## src/rtl/counter_ctrl_panel.sv

```systemverilog
// Push-button front end for the 4-bit universal counter: sync, debounce, press-to-toggle controls, tc and decimal-error flags.
// A clean button rise reaches its output on edge 2 + DEBOUNCE_CYCLES + 1; tc and dec_err are one cycle behind count.
module counter_ctrl_panel #(
  parameter int DEBOUNCE_CYCLES = 4
) (
  input  logic       clk,
  input  logic       rst_n,
  input  logic       btn_clear,
  input  logic       btn_mode,
  input  logic       btn_dir,
  input  logic       btn_pause,
  input  logic [3:0] count,
  output logic       clear,
  output logic       mode,
  output logic       incr,
  output logic       pause,
  output logic       tc,
  output logic       dec_err
);

  typedef enum logic [1:0] {IDLE_LOW, WAIT_HIGH, IDLE_HIGH, WAIT_LOW} db_state_t;

  localparam logic [7:0] LAST = 8'(DEBOUNCE_CYCLES - 1);

  logic [3:0] raw;
  logic [3:0] press;
  logic       terminal;

  // bit order: 0 clear, 1 mode, 2 dir, 3 pause
  assign raw = {btn_pause, btn_dir, btn_mode, btn_clear};

  for (genvar g = 0; g < 4; g++) begin : g_btn
    logic      meta;
    logic      sync;
    db_state_t state;
    db_state_t state_nxt;
    logic [7:0] cnt;
    logic [7:0] cnt_nxt;
    logic      evt;
    logic      evt_nxt;

    always_ff @(posedge clk or negedge rst_n) begin
      if (!rst_n) begin
        meta  <= 1'b0;
        sync  <= 1'b0;
        state <= IDLE_LOW;
        cnt   <= 8'd0;
        evt   <= 1'b0;
      end else begin
        meta  <= raw[g];
        sync  <= meta;
        state <= state_nxt;
        cnt   <= cnt_nxt;
        evt   <= evt_nxt;
      end
    end

    always_comb begin
      state_nxt = state;
      cnt_nxt   = cnt;
      evt_nxt   = 1'b0;
      unique case (state)
        IDLE_LOW: begin
          if (sync) begin
            state_nxt = WAIT_HIGH;
            cnt_nxt   = 8'd1;
          end
        end
        WAIT_HIGH: begin
          if (!sync) begin
            state_nxt = IDLE_LOW;
            cnt_nxt   = 8'd0;
          end else if (cnt == LAST) begin
            state_nxt = IDLE_HIGH;
            cnt_nxt   = 8'd0;
            evt_nxt   = 1'b1;
          end else begin
            cnt_nxt = cnt + 8'd1;
          end
        end
        IDLE_HIGH: begin
          if (!sync) begin
            state_nxt = WAIT_LOW;
            cnt_nxt   = 8'd1;
          end
        end
        WAIT_LOW: begin
          if (sync) begin
            state_nxt = IDLE_HIGH;
            cnt_nxt   = 8'd0;
          end else if (cnt == LAST) begin
            state_nxt = IDLE_LOW;
            cnt_nxt   = 8'd0;
          end else begin
            cnt_nxt = cnt + 8'd1;
          end
        end
      endcase
    end

    assign press[g] = evt;
  end

  // Counter wraps on the next edge when this holds
  always_comb begin
    terminal = 1'b0;
    if (incr) terminal = mode ? (count == 4'd15) : (count == 4'd9);
    else      terminal = (count == 4'd0);
  end

  always_ff @(posedge clk or negedge rst_n) begin
    if (!rst_n) begin
      clear   <= 1'b0;
      mode    <= 1'b0;
      incr    <= 1'b1;
      pause   <= 1'b0;
      tc      <= 1'b0;
      dec_err <= 1'b0;
    end else begin
      clear   <= press[0];
      mode    <= mode ^ press[1];
      incr    <= incr ^ press[2];
      pause   <= pause ^ press[3];
      tc      <= ~pause & ~clear & terminal;
      dec_err <= press[0] ? 1'b0 : (dec_err | (~mode & (count > 4'd9)));
    end
  end

endmodule
```

## config.mk

```make
export PLATFORM = sky130hd
export DESIGN_NAME = counter_ctrl_panel
export DESIGN_NICKNAME = d
export VERILOG_FILES = /design/src/rtl/counter_ctrl_panel.sv
export SDC_FILE = /design/constraint.sdc
export NUM_CORES = 1
export LEC_CHECK = 0
export ABC_CLOCK_PERIOD_IN_PS = 4400
export CAP_MARGIN = 25
export CORE_MARGIN = 1.5
export CORE_UTILIZATION = 42
export CTS_BUF_LIST = sky130_fd_sc_hd__clkbuf_8
export DETAILED_ROUTE_END_ITERATION = 16
export PLACE_DENSITY = 0.64
export SKIP_LAST_GASP = 1
export SLEW_MARGIN = 20
export SYNTH_ARGS = -nofsm -noshare
export SYNTH_HDL_FRONTEND = slang
export SYNTH_SLANG_ARGS = --single-unit
```

## constraint.sdc

```tcl
create_clock -name clk -period 4.4 [get_ports clk]
set_input_delay 1.32 -clock clk [delete_from_list [all_inputs] [get_ports clk]]
set_output_delay 1.32 -clock clk [all_outputs]
set_load 0.02 [all_outputs]
```

Word-level counts from Yosys, hierarchy flattened
Index checks and enable logic that the tools add are counted.

operators by class
  add/sub/neg operators = 4
  order comparisons = 1
  eq/ne operators = 34
  mux-type cells = 67
  bitwise gates (word level) = 10
  reduce and logical (&&, ||, !) cells = 13

operators with widths
  operator             number
  $mux 8               20
  $pmux 8 s4           4
  $mux 2               24
  $add 8x1->8 const B  4
  $eq 8x2->1 const B   4
  $pmux 2 s4           4
  $ne 3x3->1 const B   8
  $eq 2x2->1 const B   8
  $ne 2x2->1 const B   8
  $reduce_and 4->1     4
  $mux 1               15
  $eq 2x1->1 const B   4
  $eq 4x4->1 const B   2
  $logic_not 2->1      4
  $reduce_and 2->1     4
  $gt 4x4->1 const B   1
  $logic_not 4->1      1
  $and 1x1->1          3
  $not 1->1            3
  $xor 1x1->1          3
  $or 1x1->1           1

storage, ports and cells
  register bits = 58
  input port bits = 10
  output and inout bits = 6
  logic and storage cells = 155

Logic depth before layout (Yosys ltp)
Gate-level depths: netlist of run 1.

  depth in word-level cells = 4
  mapped depth = 5
  depth with buffers taken out = 5

Worst setup path after synthesis of run 1
No wires, ideal clock.

  kind = in2reg
  start point = input count[0]
  end point = register tc
  library setup time = 86 ps
  data arrival time = 1916 ps
  data required time = 4314 ps
  path slack = 2398 ps
  stages = 4
  buffers on the path = 0
  cell sequence = or3_1 > o21ai_0 > a21oi_1 > nor3_1

between the ends
  cells in the longest elaborated chain, start to end = 4
  elaborated cells between the ends (all ways) = 6
  classes of those cells = eq/ne (2); mux (2); bitwise (1); reduce/logical (1)

ends and longest elaborated chain
  item                    line  RTL
  start: declaration      12    input logic [3:0] count,
  $eq 4x4->1              107   if (incr) terminal = mode ? (count == 4'd15) : (count == 4'd9);
  $mux 1                  107
  $mux 1 (*)              107
  $and 1x1->1 (*)         124   tc <= ~pause & ~clear & terminal;
  end signal: assignment  124
  end: declaration        17    output logic tc,

Every way passes the cells marked *; elsewhere a longest branch is shown, timed or not.
A chain may end at the register's enable or synchronous reset.

Worst setup path after layout of run 1
  start point = register incr
  end point = output incr

RTL lines
  item                      line  RTL
  start: declaration        15    output logic incr,
  start signal: assignment  122   incr <= incr ^ press[2];

No word-level cell between the ends.

==> results of run 1 <==
cell usage after synthesis (all sizes together) (5+ instances only):
cell   number  area (µm²)
nor2       23        86.3
mux2        5        60.1
nand3      15        75.1
a21oi       5        25.0
a31oi       5        31.3
nor3        6        30.0
and3        6        38.8
a22o       10        87.6
xor2       15         131
and2        7        45.1
nand2      19        73.8
dfrtp      57        1430
nor3b       5        37.5
o21ai      12        60.1
metrics by stage:
stage,cells,total power [µW],util [%]
after CTS,345,1740,51.3
final,345,1720,51.3
after global routing,345,1840,51.3
after global placement,329,1250,48.0
after floorplan,240,1100,-
after detailed placement,329,1250,48.0
routing by layer:
layer | track usage, % | share of wire (%)
met3 | 6.59 | 3.8
met2 | 25.4 | 45
met1 | 19.0 | 49
met4 | 6.50 | 1.8
met5 | 0 | 0
power by group through the flow:
stage	combinational [µW]	sequential [µW]	clock, µW
after floorplan	345	760	0
after detailed placement	479	776	0
after global routing	538	789	510
after CTS	484	769	489
after global placement	470	775	0
final	477	770	475
cells by family (layout without fill, tap and decap cells):
kind of cell | Yosys count | in the layout | synth area share (%)
AND/OR/NAND/NOR | 100 | 100 | 20.8
flip-flops | 58 | 58 | 54.7
AO/OA/AOI/OAI | 50 | 50 | 13.4
XOR/XNOR | 19 | 19 | 6.27
multiplexers | 5 | 5 | 2.26
adder cells (fa/ha/maj) | 4 | 4 | 1.89
buffers and inverters | 4 | 34 | 0.613
sequential cells by signal, summed over array words and instances (netlist names), named ones only:
register and count:
g_btn.state 4, incr 1, g_btn.evt 4, g_btn.cnt 32, g_btn.sync 4, pause 1
tc 1, mode 1, dec_err 1, g_btn.meta 4, clear 1
worst register-to-register path, delay by kind of cell, from the launching register on:
kind | cells | cell delay (ns)
and+or+nand+nor | 3 | 0.87
DFF | 1 | 0.41
muxes | 1 | 0.31
adders and majority gates | 1 | 0.23
placed cells by master (no fill, tap or decap), types with 2 or more instances in the layout:
master and count:
a211oi_1 2, a21o_1 4, a21oi_1 5, a221o_1 2
a22o_1 10, a31oi_1 5, and2_1 6, and3_1 5
and4_1 3, clkbuf_8 14, clkdlybuf4s50_1 14, dfrtp_1 57
ha_1 4, inv_1 3, mux2_2 4, nand2_1 18
nand3_1 15, nor2_1 23, nor2b_1 3, nor3_1 6
nor3b_1 5, nor4_1 2, o2111ai_1 3, o211ai_1 2
o21a_1 2, o21ai_0 12, or3_1 2, or4_1 2
xnor2_1 4, xor2_1 15
worst max-delay path by stage:
| stage | to | cells past startpoint | from |
|---|---|---|---|
| finish | incr | 1 | incr |
| global route | incr | 1 | incr |
| CTS | incr | 1 | incr |
| detailed placement | tc | 5 | count[3] |
| global placement | incr | 1 | incr |
| floorplan | tc | 4 | count[0] |
layout make-up:
cell class	count	area, µm²	share of cell area, %
Clock buffer	14	193	6.23
Clock inverter	2	8.76	0.283
Inverter	2	7.51	0.243
Multi-Input combinational cell	178	1180	38.3
Sequential cell	58	1450	47.0
Tap cell	75	93.8	3.03
Timing Repair Buffer	16	153	4.94
==> results.tsv, run 1 <==
stage	metric	value	unit
outcome	status	finished, final reports clean	
place	placed cell area	2890	µm²
drt	post-route ant nets	0	
sta	Final Max Slew Viols	0	
clocking	Clock Tree Buf Depth	2	
sta	setup ws final	1.57	ns
sta	hold_ws	0.348	ns
die	die area	6800	µm²
finish	fin area	3090	µm²
critical_path	Top delay family on crit path	buffers and inverters	
critical_path	Reg-to-Reg Start	g_btn[2].cnt[0]	
sta	achievable frequency	354	MHz
power	cell area power density	557	nW/µm²
finish	Final #Nets	279	
drt	vias	1846	
global_routing	vias in the first global route	1771	
sta	clock skew	0.00371	ns
power	worst vdd ir	0.000303	V
critical_path	crit end category	output pin	
global_routing	grt total ovfl	0	
die	# IOs	16	
logic_synthesis	post-synth cell types	45	
logic_synthesis	synthesized cell area	2650	µm²
critical_path	slowest stage delay, CP	0.62	ns
logic_synthesis	Seq/Total Area, Yosys	54.7	%
drt	1st-pass router iterations	4	
clocking	CTS tree	yes	
clocking	cts hold-fix bufs	0	
drt	drt drc	0	
critical_path	crit path launch type	register	
logic_synthesis	Synth Flop Type	dfrtp_1	
clocking	Reg clk slew, reported paths	0.06	ns
critical_path	CP max-delay cell	clkdlybuf4s50_1	
place	DP HPWL	3170	µm
power	P_sw	588	µW
place	IO Port Bufs	15	
sta	Tcrit/Tclk final	64.3	%
critical_path	Cell Chain, Critical Path	clkdlybuf4s50_1	
worst_hold_path	HP Class	reg -> reg	
sta	Tightest Pin Transition	0.808	ns
drt	drt via density	5.35	
clocking	Inserted Clock Buffers	9	
power	Sw Ratio	34.1	%
power	clock network power share	27.6	%
critical_path	CP bufs+invs	1	
global_routing	initial antenna violation count	0	
power	cell leakage power	0.00139	µW
clocking	CTS sink count	58	
drt	final wirelength	4610	µm
drt	number of DRC violations after detailed-routing iteration 0	71	
sta	unrepaired setup endpoints after global routing	false	
place	DP Worst Slack	1.89	ns
finish	antenna diode count	0	
clocking	Root Driver	clkbuf_8	
worst_hold_path	hold wc startpoint	g_btn[0].meta	
clocking	htree depth	3	
logic_synthesis	Synth Area per Inst	11.1	µm²
finish	Area growth syn-to-layout	16.5	%
critical_path	WP data arrival	1.51	ns
worst_hold_path	Hold Path Sink	g_btn[0].sync	
logic_synthesis	Async SR Flop Fraction	100	%
finish	fillers	533	
critical_path	Setup Crit Path Kind	reg -> out	
global_routing	first-pass GRT wire length	7910	µm
logic_synthesis	Seq cells post-synth	58	
clocking	post_cts resized	0	
sta	post-layout minimum cycle time	2.83	ns
sta	final setup fails	0	
sta	final hold violation count	0	
die	Starting Density	44.0	%
power	Cell Int Power	1130	µW
logic_synthesis	Yosys warning count	0	
power	share of power burned in registers	44.7	%
critical_path	CP Data Required Time	3.08	ns
worst_hold_path	hold path cells	0	
logic_synthesis	EDFF count, synth	0	
sta	Slew HR	46.2	%
critical_path	Worst R2R Path Depth	5	
flow_run	Max-Cap Viols	0	
critical_path	flop2flop setup slack	2.47	ns
critical_path	critical path fanouts, max	4	
die	Rows	28	
global_routing	GRT Overall Usage	15.9	%
die	Core Footprint	6030	µm²
place	gp weighted congestion	0.802	
power	Combinational Power Share	27.7	%
finish	share of cells above drive strength 1	11.5	%
logic_synthesis	Net Count, Synth	254	
die	die width	82.5	µm
drt	DR WL/cell	13.4	µm
logic_synthesis	Mapped Cells	240	
die	die height	82.5	µm
global_routing	pin count of the biggest net entering global routing	39	
clocking	Clk Latency, worst-skew pair	0.33	ns
sta	Setup TNS	0	ns
clocking	Setup Buffers After CTS	0	
(Power assumes the default switching activity.)
==> run 2: changes to the inputs <==
Settings changed: ABC_CLOCK_PERIOD_IN_PS 4400 to 2810.
Clock period 4.4 ns to 2.81 ns, I/O delays scaled along.
==> run 2 against run 1 <==
Effect of this change: count of clock-buffer cells in the layout fell by 3; critical endpoint unchanged; power rose by 58%; clock skew rose by 0.0025 ns; critical path type unchanged; highest routed layer unchanged.
==> results.tsv, run 2 (synthesized netlist as in run 1, its figures left out) <==
stage	metric	value	unit
drt	post-route ant nets	0	
global_routing	Top Usage Layer GRT	met2	
sta	final hold violation count	0	
place	IO Port Bufs	15	
clocking	Reg clk slew, reported paths	0.06	ns
clocking	htree depth	3	
clocking	Clk Latency, worst-skew pair	0.33	ns
global_routing	vias in the first global route	1700	
sta	Setup TNS	0	ns
die	Core Footprint	6030	µm²
die	Rows	28	
flow_run	Max-Cap Viols	0	
finish	antenna diode count	0	
drt	number of DRC violations after detailed-routing iteration 0	59	
die	# IOs	16	
critical_path	Setup Crit Path Kind	reg -> out	
critical_path	Top delay family on crit path	buffers and inverters	
clocking	post_cts resized	0	
clocking	Root Driver	clkbuf_8	
critical_path	crit end category	output pin	
sta	setup ws final	0.444	ns
clocking	Inserted Clock Buffers	9	
finish	share of cells above drive strength 1	11.1	%
clocking	Clock Tree Buf Depth	2	
global_routing	GRT Overall Usage	15.9	%
critical_path	critical path fanouts, max	4	
power	worst vdd ir	0.000455	V
sta	post-layout minimum cycle time	2.37	ns
critical_path	Stages on worst setup path	1	
global_routing	M2 GR Usage	23.5	%
drt	drt via density	5.40	
die	die height	82.5	µm
critical_path	crit path launch type	register	
critical_path	slowest stage delay, CP	0.62	ns
global_routing	grt total ovfl	0	
die	die area	6800	µm²
drt	DR WL/cell	13.4	µm
sta	Final Max Slew Viols	0	
worst_hold_path	hold path cells	0	
finish	max FFs per register	32	
drt	drt drc	0	
die	die width	82.5	µm
sta	Tcrit/Tclk final	84.2	%
sta	unrepaired setup endpoints after global routing	false	
global_routing	pin count of the biggest net entering global routing	59	
power	cell leakage power	0.00139	µW
global_routing	first-pass GRT wire length	7880	µm
power	post-layout power	2720	µW
critical_path	Cell Chain, Critical Path	clkdlybuf4s50_1	
critical_path	CP bufs+invs	1	
finish	largest reg by FF count	g_btn.cnt	
critical_path	CP max-delay cell	clkdlybuf4s50_1	
finish	Final #Nets	280	
place	DP Worst Slack	0.792	ns
drt	final wirelength	4640	µm
global_routing	GR Util met1	20.5	%
finish	commonest non-fill, non-tap cell in the layout	dfrtp_1	
place	DP HPWL	3060	µm
power	cell area power density	877	nW/µm²
drt	1st-pass router iterations	4	
critical_path	Worst R2R Path Depth	5	
sta	Slew HR	46.1	%
drt	vias	1867	
global_routing	Global Route met3 Usage	6.81	%
sta	Tightest Pin Transition	0.803	ns
sta	achievable frequency	423	MHz
die	Starting Density	44.0	%
global_routing	initial antenna violation count	0	
outcome	status	finished, final reports clean	
critical_path	WP data arrival	1.52	ns
worst_hold_path	HP Class	reg -> reg	
sta	final setup fails	0	
sta	clock skew	0.00621	ns
place	gp weighted congestion	0.811	
finish	Layout Utilization	51.4	%
clocking	CTS sink count	58	
finish	most frequent cells in the layout	dfrtp_1, nor2_1, nand2_1	
finish	Area growth syn-to-layout	16.7	%
clocking	Setup Buffers After CTS	0	
clocking	cts hold-fix bufs	0	
critical_path	CP Data Required Time	1.97	ns
clocking	CTS tree	yes	
-- run 2: layer usage --
layer / routed length (µm) / vias up
met4: 74 / 0
met3: 168 / 6
met5: 0 / -
met2: 2080 / 24
li1: - / 933
met1: 2320 / 904
-- run 2: power breakdown --
part,internal [µW],total (µW),switching [µW]
registers,1000,1210,204
clock network,447,759,312
logic,344,751,407
-- run 2: final timing paths --
| kind | start | end | slack [ns] |
|---|---|---|---|
| max in group asynchronous | rst_n | g_btn[3].cnt[3] | 1.69 |
| max reg2reg | g_btn[1].cnt[0] | g_btn[1].cnt[4] | 0.88 |
| min in group asynchronous | rst_n | g_btn[1].cnt[2] | 0.63 |
| max | incr | incr | 0.44 |
| min reg2reg | g_btn[3].meta | g_btn[3].sync | 0.34 |
| min | g_btn[3].meta | g_btn[3].sync | 0.34 |
-- run 2: layout make-up --
| class | instances | area, µm² |
|---|---|---|
| fillers | 532 | 2930 |
| flip-flops and latches | 58 | 1450 |
| multi-input cells | 178 | 1180 |
| repair buffers | 17 | 160 |
| clock buffers | 11 | 151 |
| well taps | 75 | 93.8 |
| clock inverters | 5 | 46.3 |
| inverters | 2 | 7.51 |
-- run 2: per-stage QoR --
stage                     cells  area, µm²  hold slack (ns)
after floorplan             240       2650            0.331
after global placement      330       2900            0.332
after detailed placement    330       2900            0.335
after CTS                   346       3100            0.343
after global routing        346       3100            0.357
final                       346       3100            0.342
